--- src/rtl/csr_trap_unit.sv ---
// Machine-mode CSR file and trap sequencer: CSR read-modify-write, 64-bit cycle/instret
// counters, trap entry / MRET sequencing and the fetch redirect.
module csr_trap_unit (
   input  logic        clk,
   input  logic        rst_n,
   input  logic [1:0]  csr_op,
   input  logic [11:0] csr_addr,
   input  logic [31:0] csr_wdata,
   input  logic        csr_src_zero,
   output logic [31:0] csr_rdata,
   output logic        illegal_csr,
   input  logic        exc_valid,
   input  logic [3:0]  exc_cause,
   input  logic [31:0] exc_pc,
   input  logic [31:0] exc_tval,
   input  logic        mret,
   input  logic        instr_retire,
   input  logic [31:0] mstatus,
   output logic        exception_raised,
   output logic        is_mret,
   output logic        wr_mstatus,
   output logic [31:0] mstatus_in,
   output logic        redirect,
   output logic [31:0] redirect_pc
);

   typedef enum logic {IDLE, HOLD} state_t;

   localparam logic [1:0]  OP_NONE = 2'b00;
   localparam logic [1:0]  OP_RW   = 2'b01;
   localparam logic [1:0]  OP_RS   = 2'b10;
   localparam logic [1:0]  OP_RC   = 2'b11;

   localparam logic [11:0] A_MSTATUS   = 12'h300;
   localparam logic [11:0] A_MISA      = 12'h301;
   localparam logic [11:0] A_MTVEC     = 12'h305;
   localparam logic [11:0] A_MSCRATCH  = 12'h340;
   localparam logic [11:0] A_MEPC      = 12'h341;
   localparam logic [11:0] A_MCAUSE    = 12'h342;
   localparam logic [11:0] A_MTVAL     = 12'h343;
   localparam logic [11:0] A_MCYCLE    = 12'hB00;
   localparam logic [11:0] A_MINSTRET  = 12'hB02;
   localparam logic [11:0] A_MCYCLEH   = 12'hB80;
   localparam logic [11:0] A_MINSTRETH = 12'hB82;
   localparam logic [11:0] A_MHARTID   = 12'hF14;

   localparam logic [31:0] MISA_VALUE = 32'h4000_0100;
   localparam logic [31:0] LOW2_MASK  = 32'hFFFF_FFFC;

   state_t      state, state_next;
   logic [31:0] mtvec, mepc, mcause, mtval, mscratch;
   logic [63:0] mcycle, minstret;
   logic [63:0] mcycle_inc, minstret_inc;

   logic        in_idle, take_trap, take_mret, csr_active;
   logic        addr_known, write_req, read_only_hit, write_en;
   logic [31:0] old_val, new_val, mepc_read;

   assign in_idle    = (state == IDLE);
   assign take_trap  = in_idle & exc_valid;
   assign take_mret  = in_idle & mret & ~exc_valid;
   assign csr_active = in_idle & ~exc_valid & ~mret & (csr_op != OP_NONE);
   assign mepc_read  = mepc & LOW2_MASK;

   always_comb begin
      addr_known = 1'b1;
      old_val    = '0;
      case (csr_addr)
         A_MSTATUS:   old_val = mstatus;
         A_MISA:      old_val = MISA_VALUE;
         A_MTVEC:     old_val = mtvec;
         A_MSCRATCH:  old_val = mscratch;
         A_MEPC:      old_val = mepc_read;
         A_MCAUSE:    old_val = mcause;
         A_MTVAL:     old_val = mtval;
         A_MCYCLE:    old_val = mcycle[31:0];
         A_MCYCLEH:   old_val = mcycle[63:32];
         A_MINSTRET:  old_val = minstret[31:0];
         A_MINSTRETH: old_val = minstret[63:32];
         A_MHARTID:   old_val = '0;
         default:     addr_known = 1'b0;
      endcase
   end

   always_comb begin
      new_val = old_val;
      case (csr_op)
         OP_RW:   new_val = csr_wdata;
         OP_RS:   new_val = old_val | csr_wdata;
         OP_RC:   new_val = old_val & ~csr_wdata;
         default: new_val = old_val;
      endcase
   end

   // RS/RC with a zero source are pure reads, so they never trip the read-only check.
   assign write_req     = csr_active & addr_known & ((csr_op == OP_RW) | ~csr_src_zero);
   assign read_only_hit = (csr_addr[11:10] == 2'b11);
   assign write_en      = write_req & ~read_only_hit;

   assign csr_rdata   = addr_known ? old_val : '0;
   assign illegal_csr = rst_n & csr_active & (~addr_known | (write_req & read_only_hit));

   always_ff @(posedge clk or negedge rst_n) begin
      if (!rst_n) state <= IDLE;
      else        state <= state_next;
   end

   always_comb begin
      state_next = IDLE;
      case (state)
         IDLE:    state_next = (exc_valid | mret) ? HOLD : IDLE;
         HOLD:    state_next = IDLE;
         default: state_next = IDLE;
      endcase
   end

   // Control strobes are combinational so the mstatus block can act on them this cycle.
   always_comb begin
      exception_raised = 1'b0;
      is_mret          = 1'b0;
      wr_mstatus       = 1'b0;
      mstatus_in       = '0;
      redirect         = 1'b0;
      redirect_pc      = '0;
      if (rst_n) begin
         if (take_trap) begin
            exception_raised = 1'b1;
            redirect         = 1'b1;
            redirect_pc      = mtvec;
         end else if (take_mret) begin
            is_mret     = 1'b1;
            redirect    = 1'b1;
            redirect_pc = mepc_read;
         end else if (write_en && csr_addr == A_MSTATUS) begin
            wr_mstatus = 1'b1;
            mstatus_in = new_val;
         end
      end
   end

   always_ff @(posedge clk or negedge rst_n) begin
      if (!rst_n) begin
         mtvec    <= '0;
         mepc     <= '0;
         mcause   <= '0;
         mtval    <= '0;
         mscratch <= '0;
      end else if (take_trap) begin
         mepc   <= exc_pc;
         mcause <= {28'b0, exc_cause};
         mtval  <= exc_tval;
      end else if (write_en) begin
         case (csr_addr)
            A_MTVEC:    mtvec    <= new_val & LOW2_MASK;
            A_MSCRATCH: mscratch <= new_val;
            A_MEPC:     mepc     <= new_val;
            A_MCAUSE:   mcause   <= new_val;
            A_MTVAL:    mtval    <= new_val;
            default:    ;
         endcase
      end
   end

   assign mcycle_inc   = mcycle + 64'd1;
   assign minstret_inc = minstret + {63'b0, instr_retire};

   // A write to one half replaces it and drops any carry that half would have produced.
   always_ff @(posedge clk or negedge rst_n) begin
      if (!rst_n) begin
         mcycle   <= '0;
         minstret <= '0;
      end else begin
         if (write_en && csr_addr == A_MCYCLE)
            mcycle <= {mcycle[63:32], new_val};
         else if (write_en && csr_addr == A_MCYCLEH)
            mcycle <= {new_val, mcycle_inc[31:0]};
         else
            mcycle <= mcycle_inc;

         if (write_en && csr_addr == A_MINSTRET)
            minstret <= {minstret[63:32], new_val};
         else if (write_en && csr_addr == A_MINSTRETH)
            minstret <= {new_val, minstret_inc[31:0]};
         else
            minstret <= minstret_inc;
      end
   end

endmodule

--- config.mk ---
export PLATFORM = sky130hd
export DESIGN_NAME = csr_trap_unit
export DESIGN_NICKNAME = d
export VERILOG_FILES = /design/src/rtl/csr_trap_unit.sv
export SDC_FILE = /design/constraint.sdc
export NUM_CORES = 1
export LEC_CHECK = 0
export CORE_AREA = 2 2 194 244
export DETAILED_ROUTE_END_ITERATION = 8
export DIE_AREA = 0 0 196 246
export PLACE_DENSITY = 0.61
export REMOVE_ABC_BUFFERS = 1
export SLEW_MARGIN = 20
export SYNTH_ARGS = -nofsm -noshare
export SYNTH_HDL_FRONTEND = slang
export SYNTH_SLANG_ARGS = --single-unit
--- constraint.sdc ---
create_clock -name clk -period 2.83 [get_ports clk]
set_clock_uncertainty 0.2 [all_clocks]
set_input_delay 0.283 -clock clk [delete_from_list [all_inputs] [get_ports clk]]
set_output_delay 0.283 -clock clk [all_outputs]
set_load 0.05 [all_outputs]
== Word-level counts from Yosys, hierarchy flattened ==
Index checks and enable logic that the tools add are counted.

* Add/subtract/negate cells: 2
* Equality and inequality tests: 16
* Multiplexer cells: 37
* Bitwise gates (word level): 25
* Reduce and logical (&&, ||, !) cells: 16

{| class="wikitable"
|+ Operators with widths
! kind !! count
|-
| two-way mux 32 bit || 19
|-
| case mux 32 bit (11 select lines) || 1
|-
| two-way mux 64 bit || 2
|-
| case mux 32 bit (3 select lines) || 1
|-
| equality test 12 x 10 -> 1 bit (second input constant) || 7
|-
| adder 64 x 1 -> 64 bit || 1
|-
| adder 64 x 1 -> 64 bit (second input constant) || 1
|-
| equality test 12 bit (second input constant) || 5
|-
| AND 32 bit || 1
|-
| NOT 32 bit || 1
|-
| bitwise OR 32 bit || 1
|-
| two-way mux 1 bit || 13
|-
| AND 1 bit || 12
|-
| OR reduction 12 bit || 1
|-
| nonzero test 2 bit || 5
|-
| NOT 1 bit || 7
|-
| equality test 2 bit (second input constant) || 3
|-
| AND reduction 2 bit || 3
|-
| AND reduction 3 bit || 2
|-
| logical AND 1 bit || 5
|-
| bitwise OR 1 bit || 3
|-
| equality test 2 x 1 -> 1 bit (second input constant) || 1
|-
| case mux 1 bit (2 select lines) || 1
|}

* Register bits after elaboration: 287
* Bits of input ports: 152
* Output and inout bits: 101
* Logic and storage cells: 106

== Depth between registers and ports, before layout ==
Gate-level depths: netlist of the first run.

* Depth after elaboration: 12
* Gate-level depth with buffers: 12
* Mapped depth without buffers: 9

== Worst setup path before layout of the first run ==
OpenSTA, ideal clock, no wires.

* Kind: input to output
* Start point: input csr_addr[5]
* End point: output mstatus_in[16]
* Arrival: 3,324 ps
* Required time: 2,347 ps
* Setup slack: -977 ps
* Stages on the path: 9
* Path buffers: 3
* Path through: buf_2 > nor4b_2 > clkbuf_1 > nand2_1 > clkbuf_1 > o211ai_1 > a21o_1 > o21ai_1 > nor2_1

* Word-level cells in the longest chain between the ends: 11

{| class="wikitable"
|+ RTL lines
! what !! RTL line !! source
|-
| start: declaration || 7 || <nowiki>input logic [11:0] csr_addr,</nowiki>
|-
| equality test 12 x 10 -> 1 bit (tied with other cells) || 68, 134 ||
|-
| OR reduction 12 bit (no line) || n/a ||
|-
| two-way mux 1 bit || 68 || <nowiki>case (csr_addr)</nowiki>
|-
| AND 1 bit (2 in series) || 96 || <nowiki>assign write_req = csr_active & addr_known & ((csr_op == OP_RW) | ~csr_src_zero);</nowiki>
|-
| AND 1 bit || 98 || <nowiki>assign write_en = write_req & ~read_only_hit;</nowiki>
|-
| logical AND 1 bit || 134 || <nowiki>end else if (write_en && csr_addr == A_MSTATUS) begin</nowiki>
|-
| two-way mux 32 bit (*) || 134 ||
|-
| two-way mux 32 bit (*) || 130 || <nowiki>end else if (take_mret) begin</nowiki>
|-
| two-way mux 32 bit (*) || 126 || <nowiki>if (take_trap) begin</nowiki>
|-
| two-way mux 32 bit (*) || 125 || <nowiki>if (rst_n) begin</nowiki>
|-
| end: declaration || 22 || <nowiki>output logic [31:0] mstatus_in,</nowiki>
|}

Every way passes the cells marked *; elsewhere a longest branch is shown, timed or not.

== Worst setup path in the final report of the first run ==
* Start point: register mtval[24]
* End point: output mstatus_in[24]

* Word-level cells in the longest chain between the ends: 7

{| class="wikitable"
|+ RTL lines
! what !! RTL line !! source
|-
| start: declaration || 51 || <nowiki>logic [31:0] mtvec, mepc, mcause, mtval, mscratch;</nowiki>
|-
| start signal: assignment || 151 || <nowiki>mtval <= exc_tval;</nowiki>
|-
| start signal: assignment || 158 || <nowiki>A_MTVAL: mtval <= new_val;</nowiki>
|-
| case mux 32 bit (11 select lines) (*) || 68 ||
|-
| AND 32 bit or bitwise OR 32 bit (tied branches) || 90, 89 ||
|-
| case mux 32 bit (3 select lines) (*) || 87 || <nowiki>case (csr_op)</nowiki>
|-
| two-way mux 32 bit (*) || 134 ||
|-
| two-way mux 32 bit (*) || 130 ||
|-
| two-way mux 32 bit (*) || 126 ||
|-
| two-way mux 32 bit (*) || 125 ||
|}

Marks and branches as above.

==> results by group, run 1 <==
GRT
  – GRT busiest layer: met2
  – GRT Total Usage: 0.4092
  – Met3 global-route usage: 0.06899
  – Global-route wire length before repair: 143700 um
  – GRT met1 Usage: 0.5109
  – GR Util met2: 0.6504
  – Initial antenna violation count: 2
  – GRT overflow: 0
  – Pin count of the biggest net entering global routing: 127
  – Vias in the first global route: approximately 21000

Finish
  – # nets final: between 2000 and 3000
  – Layout area overhead: 58.30%
  – Layout cell share with drive strength beyond 1: 0.3381
  – Filler cells: 3873

Power and ir drop
  – P_sw: 3.361 mW
  – Worst vdd ir: about 530 uV
  – Sequential power share: 0.398
  – Logic pwr share: 0.190
  – Pwr/cell area: around 400 nW/um^2
  – Clock Power Share: 0.412
  – Design Power: 11.42 mW
  – Leakage: 12.43 nW
  – Sw Ratio: 0.2943
  – Pint: 8.061 mW

Run status
  – Failing checks: negative setup slack
  – Status: finished with violations

Synthesis
  – Most common cell in the netlist: dfrtp_1
  – Area leader, netlist: dfrtp_1
  – Post-Syn Instances: 2156
  – Synth cell count leaders: dfrtp_1 (285), o21ai_0 (203), nand2_1 (199)
  – Unique masters post-synth: 89
  – Post-synth EDFFs: 0
  – Warnings, synthesis: 0
  – Post-synthesis sequential area ratio: 0.3912
  – Post-synth top area share: 0.3912
  – Average size of a mapped cell: approximately 8.5 um^2
  – Post-synthesis register bit count: 285
  – Top area cells in the synthesized netlist: dfrtp_1 (39%), o21ai_0 (5.6%), a21oi_1 (4.2%), nand2_1 (4.1%), nor2_1 (3.6%)
  – Ys async rst share: 1.000
  – Post-synthesis cell area: about 18000 um^2
  – Ys flop type: dfrtp_1

STA
  – Max_slew headroom: 0.4567
  – Fin crit period: 3.261 ns
  – F_max: 306.7 MHz
  – Worst setup margin: -0.4309 ns
  – Period Utilization, post-route: 1.152
  – Fin. max-slew vios: 0
  – Final-report setup violation count: 36
  – Hold slack: 0.1201 ns
  – Unrepaired setup endpoints after global routing: yes
  – Final hold vios: 0
  – Worst-Margin Slew: 0.8149 ns

Clock tree
  – Clock Root Buffer: clkbuf_16
  – Clock Latency Late Sink: 0.57 ns
  – CTS Buf Count: 34
  – Buffer depth of the longest clock path: 3
  – Clk slew on worst S/H paths: 0.06 ns
  – CTS sink cnt: approximately 290
  – H-Tree Depth: 2
  – TritonCTS clock tree: done

Setup path
  – Worst-path maximum fanout: 2
  – Crit path DAT: 2.78 ns
  – Critical R2R Capture: mcycle[41]
  – Slowest CP cell: a221oi_4
  – Cells along the critical path: mux2_4 > a22o_4 > a221oi_4 > nand4_1 > a221oi_4 > buf_6 > nor2_4 > buf_12
  – Startpoint types: flop
  – Crit-path most repeated cell: a221oi_4
  – R2R cell count: 9
  – Critical Path Max Stage Delay: approximately 0.52 ns
  – Reg-to-reg setup timing slack: roughly 0.050 ns
  – Critical path type: reg2out
  – FF-to-FF Start: mcycle[9]
  – Endpoint class of the critical path: output port
  – Data required, critical path: between 2 and 2.5 ns

Worst hold path
  – Hold_sp: exc_cause[2]
  – Worst Hold Path Cells: 3
  – Worst Hold End: mcause[2]
  – Hold Crit Class: in2reg

Detailed routing
  – Final WL: 99860 um
  – Antenna-violating nets left: 0
  – WL per Instance: 29.35 um
  – 1st-iter DRT viols: 2297
  – DRC Markers: 0
  – Vias: roughly 22000
  – DR pass1 iterations: 5
  – Vias/cell: about 6.3

Floorplan
  – Cell row count: 88
  – Initial Utilization: 0.3981
  – Core Footprint: between 40000 and 50000 um^2
  – Die width: 196 um
  – IO Pins: 253
  – Die Y: 246 um
  – Die Area: 48220 um^2

Run
  – Max Cap Viol: 0

Placement
  – Port Buffers: 248
  – GPL Wtd Cong: 0.9883
  – DP HPWL: 73550 um
[registers in the layout, indices dropped and copies added (netlist names)]
signal    count
mtval        32
mscratch     32
mcause       32
mcycle       64
mtvec        30
state         1
minstret     64
mepc         30
[layout by cell type, fill, tap and decap left out, drive strengths merged, types with 6 or more instances in the layout]
| cell | synthesis | layout |
|---|---|---|
| or2 | 6 | 6 |
| dfrtp | 285 | 285 |
| buf | 66 | 639 |
| clkdlybuf4s50 | 0 | 135 |
| o311a | 8 | 8 |
| nor3 | 49 | 49 |
| a211oi | 12 | 12 |
| mux2i | 41 | 41 |
| inv | 27 | 29 |
| o21a | 9 | 9 |
| and4 | 19 | 19 |
| mux2 | 22 | 22 |
| nor4 | 22 | 22 |
| clkinv | 0 | 6 |
| a221o | 10 | 10 |
| a221oi | 21 | 21 |
| nor2 | 173 | 173 |
| o211ai | 27 | 27 |
| and3 | 88 | 88 |
| nand4 | 62 | 62 |
| a22oi | 50 | 50 |
| o22ai | 21 | 21 |
| and2 | 34 | 34 |
| xnor2 | 58 | 58 |
| nand2 | 201 | 201 |
| o31ai | 11 | 11 |
| clkbuf | 112 | 51 |
| a22o | 42 | 42 |
| xor2 | 23 | 23 |
| or4 | 16 | 16 |
| a31oi | 19 | 19 |
| o21ai | 235 | 235 |
| or3 | 13 | 13 |
| o221ai | 8 | 8 |
| a21oi | 154 | 154 |
| nand4b | 7 | 7 |
| a21o | 6 | 6 |
| nand3 | 107 | 107 |
| o2bb2ai | 7 | 7 |
[final cells by class]
cell class              instances  area [um^2]  area share
multi-input cells            1667        11530      0.3994
repair buffers                776         8170      0.2831
flip-flops and latches        285         7144      0.2475
clock buffers                  50         1022     0.03542
well taps                     585        732.0     0.02536
clock inverters                11        148.9    0.005159
inverters                      27        113.9    0.003945
diodes                          1        2.502  0.00008670
[worst max path at each step]
stage / from / cells after the start / to / slack (ns)
after global placement: csr_addr[11] / 13 / mstatus_in[10] / -0.87
after floorplan: state / 3 / redirect_pc[10] / -2.02
after detailed placement: csr_addr[11] / 13 / mstatus_in[19] / -0.86
final: mtval[24] / 8 / mstatus_in[24] / -0.43
after global routing: mcause[24] / 8 / mstatus_in[24] / -0.51
after CTS: mcycle[9] / 8 / mstatus_in[9] / -0.37
[metrics by stage]
step                      TNS, ns  setup slack (ns)  instances    util  cell area (um^2)
after floorplan           -266.26            -2.022       1979       -             17480
after global placement    -181.38           -0.8714       3246  0.5531             25340
after detailed placement  -187.62           -0.8631       3246  0.5531             25340
after CTS                  -8.260           -0.3708       3367  0.6109             27980
after global routing       -7.909           -0.5071       3402  0.6301             28860
final                      -5.632           -0.4309       3402  0.6301             28860
[worst max-delay path, delay by kind of cell (launching register included)]
kind                   cells  cell delay [ns]
multiplexers               1             0.28
buffers and inverters      2             0.32
flip-flops                 1             0.39
AND/OR/NAND/NOR            2             0.22
AO/OA/AOI/OAI              3             1.02
[cell families (layout without fill, tap and decap cells)]
logic type	count (synthesis)	in the layout	synth area share
AND/OR/NAND/NOR	830	830	0.2366
XOR/XNOR	81	81	0.03891
multiplexers	66	66	0.03980
other	1	3	0.0002057
adder cells (fa/ha/maj)	3	3	0.002059
buffers and inverters	205	864	0.04694
AO/OA/AOI/OAI	685	685	0.2443
flip-flops	285	285	0.3912
[power by group through the flow]
stage / logic (mW) / registers (mW) / clock network, mW
final: 2.17 / 4.55 / 4.71
after global routing: 2.27 / 4.57 / 4.91
after CTS: 2.05 / 4.54 / 4.75
after detailed placement: 1.92 / 4.61 / 0
after global placement: 1.90 / 4.60 / 0
after floorplan: 0.753 / 4.53 / 0
[routing by layer]
metal / up-vias / wire length, um
met5: - / 13
met4: 2 / 8296
met3: 343 / 9009
met2: 1352 / 44870
met1: 10510 / 37670
li1: 9355 / -
[repair_timing]
action	in CTS	in global routing
hold buffers	1	0
pin swaps	79	90
hold endpoints to repair	69	0
gates resized for setup	294	156
buffers inserted	75	54
endpoints found under the setup margin	150	96
cloned	5	0
Power figures use the tool's default switching activity.
==> inputs of run 2 (changes only) <==
- TNS_END_PERCENT: default -> 5
==> run 2 against run 1 <==
Effect of this change:
- the run still ends with negative setup slack left
- worst hold slack got worse by 0.0069 ns
- critical path depth did not move
- maximum frequency grew 2.3%
- routed wire length is 0.46% lower
- critical endpoint is now mstatus_in[9]
- largest cell class unchanged
- largest power group unchanged
- highest routed layer is now met4
==> results by group, run 2 (synthesis gave the netlist of run 1 again) <==
Floorplan
  – Die Y: 246 um
  – Die width: 196 um
  – IO Pins: around 250
  – Die Area: 48220 um^2
  – Initial Utilization: 0.3981
  – Core Footprint: 45800 um^2
  – Cell row count: 88

Worst hold path
  – Hold Crit Class: in2reg

Detailed routing
  – WL per Instance: 29.57 um
  – 1st-iter DRT viols: 2361
  – Final WL: slightly below 100000 um
  – DRC Markers: 0
  – Vias/cell: 6.359
  – DR pass1 iterations: 6
  – Antenna-violating nets left: 0
  – Vias: 21370

Setup path
  – Data required, critical path: ~2.4 ns
  – Crit path DAT: approximately 2.7 ns
  – Worst-path maximum fanout: 2
  – CP Buf/Inv Count: 2
  – Cells along the critical path: mux4_2 > inv_2 > o22ai_2 > a221o_1 > a221o_1 > o22ai_2 > nor2_4 > buf_12
  – CP delay by family, top: compound AO/OA/AOI/OAI gates
  – Startpoint types: flop
  – Critical Path Max Stage Delay: around 0.53 ns
  – Slowest CP cell: mux4_2
  – Critical path type: reg2out
  – Endpoint class of the critical path: output port

GRT
  – GRT busiest layer: met2
  – GR Util met2: 0.6448
  – GRT met1 Usage: 0.5084
  – Met3 global-route usage: 0.07132
  – Initial antenna violation count: 3
  – Global-route wire length before repair: 142600 um
  – GRT overflow: 0
  – Pin count of the biggest net entering global routing: between 100 and 150
  – Vias in the first global route: 20920
  – GRT Total Usage: 0.4074

Run status
  – Failing checks: negative setup slack
  – Status: finished with violations

Power and ir drop
  – Clock Power Share: 0.416
  – Sw Ratio: 0.2943
  – Logic pwr share: 0.184
  – Worst vdd ir: 522.5 uV
  – P_sw: 3.342 mW
  – Pwr/cell area: 405.2 nW/um^2
  – Sequential power share: 0.400
  – Leakage: about 12 nW
  – Pint: 8.014 mW

Finish
  – Commonest non-fill, non-tap cells in the layout: buf_4 (422), dfrtp_1 (275), o21ai_0 (194)
  – Multi-input logic area: 11220 um^2
  – Layout area overhead: 53.71%
  – Fin area: 28020 um^2
  – Sequential Area: 7144 um^2
  – Fin util: 0.6118
  – Most common cell after layout, fill and taps aside: buf_4
  – Top Registers: mcycle x64, minstret x64
  – Layout cell share with drive strength beyond 1: 0.3130
  – Filler cells: 3970
  – # nets final: between 2000 and 3000

Clock tree
  – Clock Root Buffer: clkbuf_16
  – Clk slew on worst S/H paths: around 0.060 ns
  – Clock Latency Late Sink: 0.57 ns
  – CTS sink cnt: 285
  – Buffer depth of the longest clock path: 3
  – TritonCTS clock tree: done
  – H-Tree Depth: 2
  – CTS Buf Count: 34

Placement
  – GPL Wtd Cong: approximately 1
  – Port Buffers: 248
  – DP Area: 25340 um^2
  – DP HPWL: 73550 um
  – Pre-CTS WS: -0.8631 ns

STA
  – Final-report setup violation count: 48
  – Final hold vios: 0
  – Hold slack: 0.1132 ns
  – Worst setup margin: -0.3591 ns
  – Unrepaired setup endpoints after global routing: yes
  – Fin crit period: between 3 and 4 ns
  – Max_slew headroom: 0.4591
  – Period Utilization, post-route: 1.127
  – Worst-Margin Slew: 0.8114 ns
  – F_max: around 310 MHz
  – Fin. max-slew vios: 0

Run
  – Max Cap Viol: 0
## run 2: cell types whose count changed in the layout (fill, tap and decap cells not counted), sizes merged
cell | before | now
buf | 639 | 596
diode | 1 | 3
## run 2: repair_timing
| action | CTS | global route |
|---|---|---|
| endpoints found under the setup margin | 150 | 94 |
| cloned | 5 | 0 |
| hold endpoints to repair | 69 | 0 |
| gates resized for setup | 244 | 82 |
| hold buffers | 1 | 0 |
| pin swaps | 60 | 37 |
| buffers inserted | 43 | 9 |
## run 2: worst reg2reg max path, cell delays in order, from the launching register on
cell     delay, ns
dfrtp_2       0.42
and4b_1       0.24
buf_12        0.13
nor2b_4       0.12
buf_4         0.15
buf_4         0.13
buf_4         0.12
buf_4         0.12
buf_4         0.12
buf_4         0.12
buf_4         0.12
buf_4         0.12
buf_4         0.12
buf_4         0.12
buf_4         0.13
buf_6         0.14
nand2_4       0.10
o21ai_1       0.06
## run 2: per-layer routing
metal	vias up	routed length (um)
met1	10460	37840
li1	9265	-
met2	1317	44660
met4	0	8149
met5	-	0
met3	330	8743
## run 2: per-stage QoR
step / setup TNS [ns] / instances / power (mW)
after global routing: -11.85 / 3360 / 11.67
after CTS: -9.866 / 3353 / 11.31
after detailed placement: -187.62 / 3246 / 6.524
final: -9.457 / 3361 / 11.36
after global placement: -181.38 / 3246 / 6.502
after floorplan: -266.26 / 1979 / 5.285
## run 2: final timing paths
| path | startpoint | to | slack [ns] | cells after the start |
|---|---|---|---|---|
| max reg2reg | state | mcause[13] | -0.06 | 17 |
| min reg2reg | mscratch[26] | mscratch[26] | 0.28 | 2 |
| max in group asynchronous | rst_n | minstret[13] | 1.13 | 4 |
| min | exc_cause[2] | mcause[2] | 0.11 | 3 |
| min in group asynchronous | rst_n | mscratch[21] | 0.15 | 3 |
| max | mcycle[9] | mstatus_in[9] | -0.36 | 8 |
## run 2: power groups by stage
stage | clock, mW | combinational [mW] | sequential [mW]
2_1_floorplan | 0 | 0.753 | 4.53
3_3_place_gp | 0 | 1.90 | 4.60
3_5_place_dp | 0 | 1.92 | 4.61
4_1_cts | 4.75 | 2.03 | 4.54
5_1_grt | 4.90 | 2.20 | 4.57
6_report | 4.72 | 2.09 | 4.54
## run 2: cell type report
cell class | instances | area share
Inverter | 27 | 0.003974
Timing Repair Buffer | 733 | 0.2724
Tap cell | 585 | 0.02612
Clock buffer | 50 | 0.03648
Clock inverter | 11 | 0.005313
Sequential cell | 285 | 0.2549
Multi-Input combinational cell | 1667 | 0.4005
Antenna cell | 3 | 0.0002679
==> inputs of run 3 (changes only) <==
- HOLD_SLACK_MARGIN: default -> 0.15
- TNS_END_PERCENT: 5 -> default
==> run 3 against run 2 <==
Effect of this change:
- power increased by 1.1%
- final cell count increased by 2.3%
- the flow still finishes with violations (negative setup slack)
- largest power group unchanged
- non-clock buffer count increased by 77
- global-route usage increased by 0.31 points
- die area unchanged
==> results by group, run 3 (synthesis gave the netlist of run 1 again) <==
Run status
  – Status: finished with violations
  – Failing checks: negative setup slack

STA
  – Fin crit period: 3.221 ns
  – Fin Setup TNS: -6.409 ns
  – Period Utilization, post-route: 1.138
  – Unrepaired setup endpoints after global routing: yes
  – Final hold vios: 0
  – Worst-Margin Slew: 0.8103 ns
  – Max_slew headroom: 0.4598
  – Final-report setup violation count: 37
  – Hold slack: 0.1560 ns
  – F_max: 310.4 MHz
  – Worst setup margin: -0.3912 ns
  – Fin. max-slew vios: 0

Clock tree
  – Buffer depth of the longest clock path: 3
  – Clock Latency Late Sink: 0.57 ns
  – Clk slew on worst S/H paths: 0.06 ns
  – H-Tree Depth: 2
  – CTS sink cnt: 285
  – Clock Root Buffer: clkbuf_16
  – TritonCTS clock tree: done
  – CTS Buf Count: 34

Floorplan
  – Cell row count: 88
  – Initial Utilization: 0.3981
  – Die Area: around 48000 um^2
  – Die width: 196 um
  – Core Footprint: 45800 um^2
  – Die Y: between 200 and 250 um
  – IO Pins: 253

Placement
  – DP HPWL: around 74000 um
  – Pre-CTS WS: -0.8631 ns
  – Port Buffers: 248
  – DP Area: 25340 um^2
  – Placed Cells: 3246
  – GPL Wtd Cong: 0.9883

Setup path
  – Crit path DAT: 2.74 ns
  – Critical Path Max Stage Delay: between 0.5 and 0.6 ns
  – Endpoint class of the critical path: output port
  – Crit. Startpoint: mcycle[9]
  – Cells along the critical path: mux4_2 > inv_2 > o22ai_2 > a221o_1 > a221o_1 > o22ai_2 > nor2_4 > buf_12
  – Slowest CP cell: mux4_2
  – Reg-to-reg setup timing slack: 0.04 ns
  – Startpoint types: flop
  – R2R cell count: 9
  – Stages on worst setup path: 8
  – Data required, critical path: 2.35 ns
  – Critical path type: reg2out
  – FF-to-FF Start: mcycle[9]
  – Critical R2R Capture: mcycle[41]
  – CP Buf/Inv Count: 2
  – CP delay by family, top: compound AO/OA/AOI/OAI gates
  – Worst-path maximum fanout: 2
  – Critical path endpoint: mstatus_in[9]

Power and ir drop
  – Sw Ratio: 0.2950
  – Design Power: approximately 11 mW
  – Clock Power Share: 0.411
  – P_sw: 3.386 mW
  – Leakage: approximately 13 nW
  – Worst vdd ir: ~530 uV
  – Sequential power share: 0.396
  – Logic pwr share: 0.192
  – Pint: 8.090 mW
  – Pwr/cell area: 392.8 nW/um^2

GRT
  – Pin count of the biggest net entering global routing: 127
  – Global-route wire length before repair: 144200 um
  – GRT Total Usage: 0.4106
  – GRT overflow: 0
  – Initial antenna violation count: 1
  – Vias in the first global route: roughly 21000

Detailed routing
  – WL per Instance: 29.16 um
  – Antenna-violating nets left: 0
  – 1st-iter DRT viols: 2362
  – Final WL: 100200 um
  – Vias/cell: 6.325
  – Vias: 21740
  – DR pass1 iterations: 7
  – DRC Markers: 0

Finish
  – Layout cell share with drive strength beyond 1: 0.3347
  – Non-Filler Instances: about 3400
  – Fin area: roughly 29000 um^2
  – Commonest non-fill, non-tap cells in the layout: buf_4 (434), dfrtp_1 (275), o21ai_0 (191)
  – Top Registers: mcycle x64, minstret x64
  – Filler cells: 3855
  – Most common cell after layout, fill and taps aside: buf_4
  – Fin util: 0.6379
  – Layout area overhead: 60.25%
  – # nets final: 2980

Worst hold path
  – Hold Crit Class: in2reg
  – Hold_sp: exc_tval[24]

Run
  – Max Cap Viol: 0
[run 3: changes by cell type in the layout (fill, tap and decap cells not counted), sizes merged]
cell and change:
buf +38, dlygate4sd3 +38, clkbuf +1, diode -1
[run 3: per-layer routing]
metal	track usage	up-vias	share of wire
li1	-	9420	-
met1	0.5141	10640	0.38
met2	0.6552	1342	0.46
met3	0.06448	334	0.088
met4	0.2781	0	0.080
met5	0	-	0
[run 3: power groups by stage]
| stage | registers [mW] | logic, mW | clock network (mW) |
|---|---|---|---|
| after floorplan | 4.53 | 0.753 | 0 |
| after CTS | 4.54 | 2.09 | 4.75 |
| after detailed placement | 4.61 | 1.92 | 0 |
| after global routing | 4.57 | 2.31 | 4.90 |
| after global placement | 4.60 | 1.90 | 0 |
| final | 4.55 | 2.21 | 4.72 |
[run 3: final cells by class]
| type | count | area, um^2 | share of cell area |
|---|---|---|---|
| Clock buffer | 50 | 1022 | 0.03499 |
| Sequential cell | 285 | 7144 | 0.2445 |
| Inverter | 27 | 111.4 | 0.003811 |
| Timing Repair Buffer | 810 | 8492 | 0.2906 |
| Tap cell | 585 | 732.0 | 0.02505 |
| Antenna cell | 2 | 5.005 | 0.0001713 |
| Multi-Input combinational cell | 1667 | 11560 | 0.3957 |
| Clock inverter | 11 | 148.9 | 0.005096 |
[run 3: worst min-delay path, delay by kind of cell]
family | cells | cell delay (ns)
buffers and inverters | 1 | 0.47
AO/OA/AOI/OAI | 2 | 0.12
[run 3: timing repair]
item,in CTS,in global routing
setup endpoints to repair,150,93
buffers inserted,75,44
pin swaps,79,76
cloned,5,0
hold buffers,39,0
gates resized for setup,294,144
endpoints found under the hold margin,247,0
[run 3: worst min path at each step]
stage	end	slack, ns	cells after the start
final	mtval[24]	0.16	3
after global routing	mtval[0]	0.17	2
after CTS	mscratch[21]	0.15	3
after detailed placement	mtvec[25]	0.15	2
after global placement	mepc[26]	0.16	2
after floorplan	mcause[0]	-0.21	0
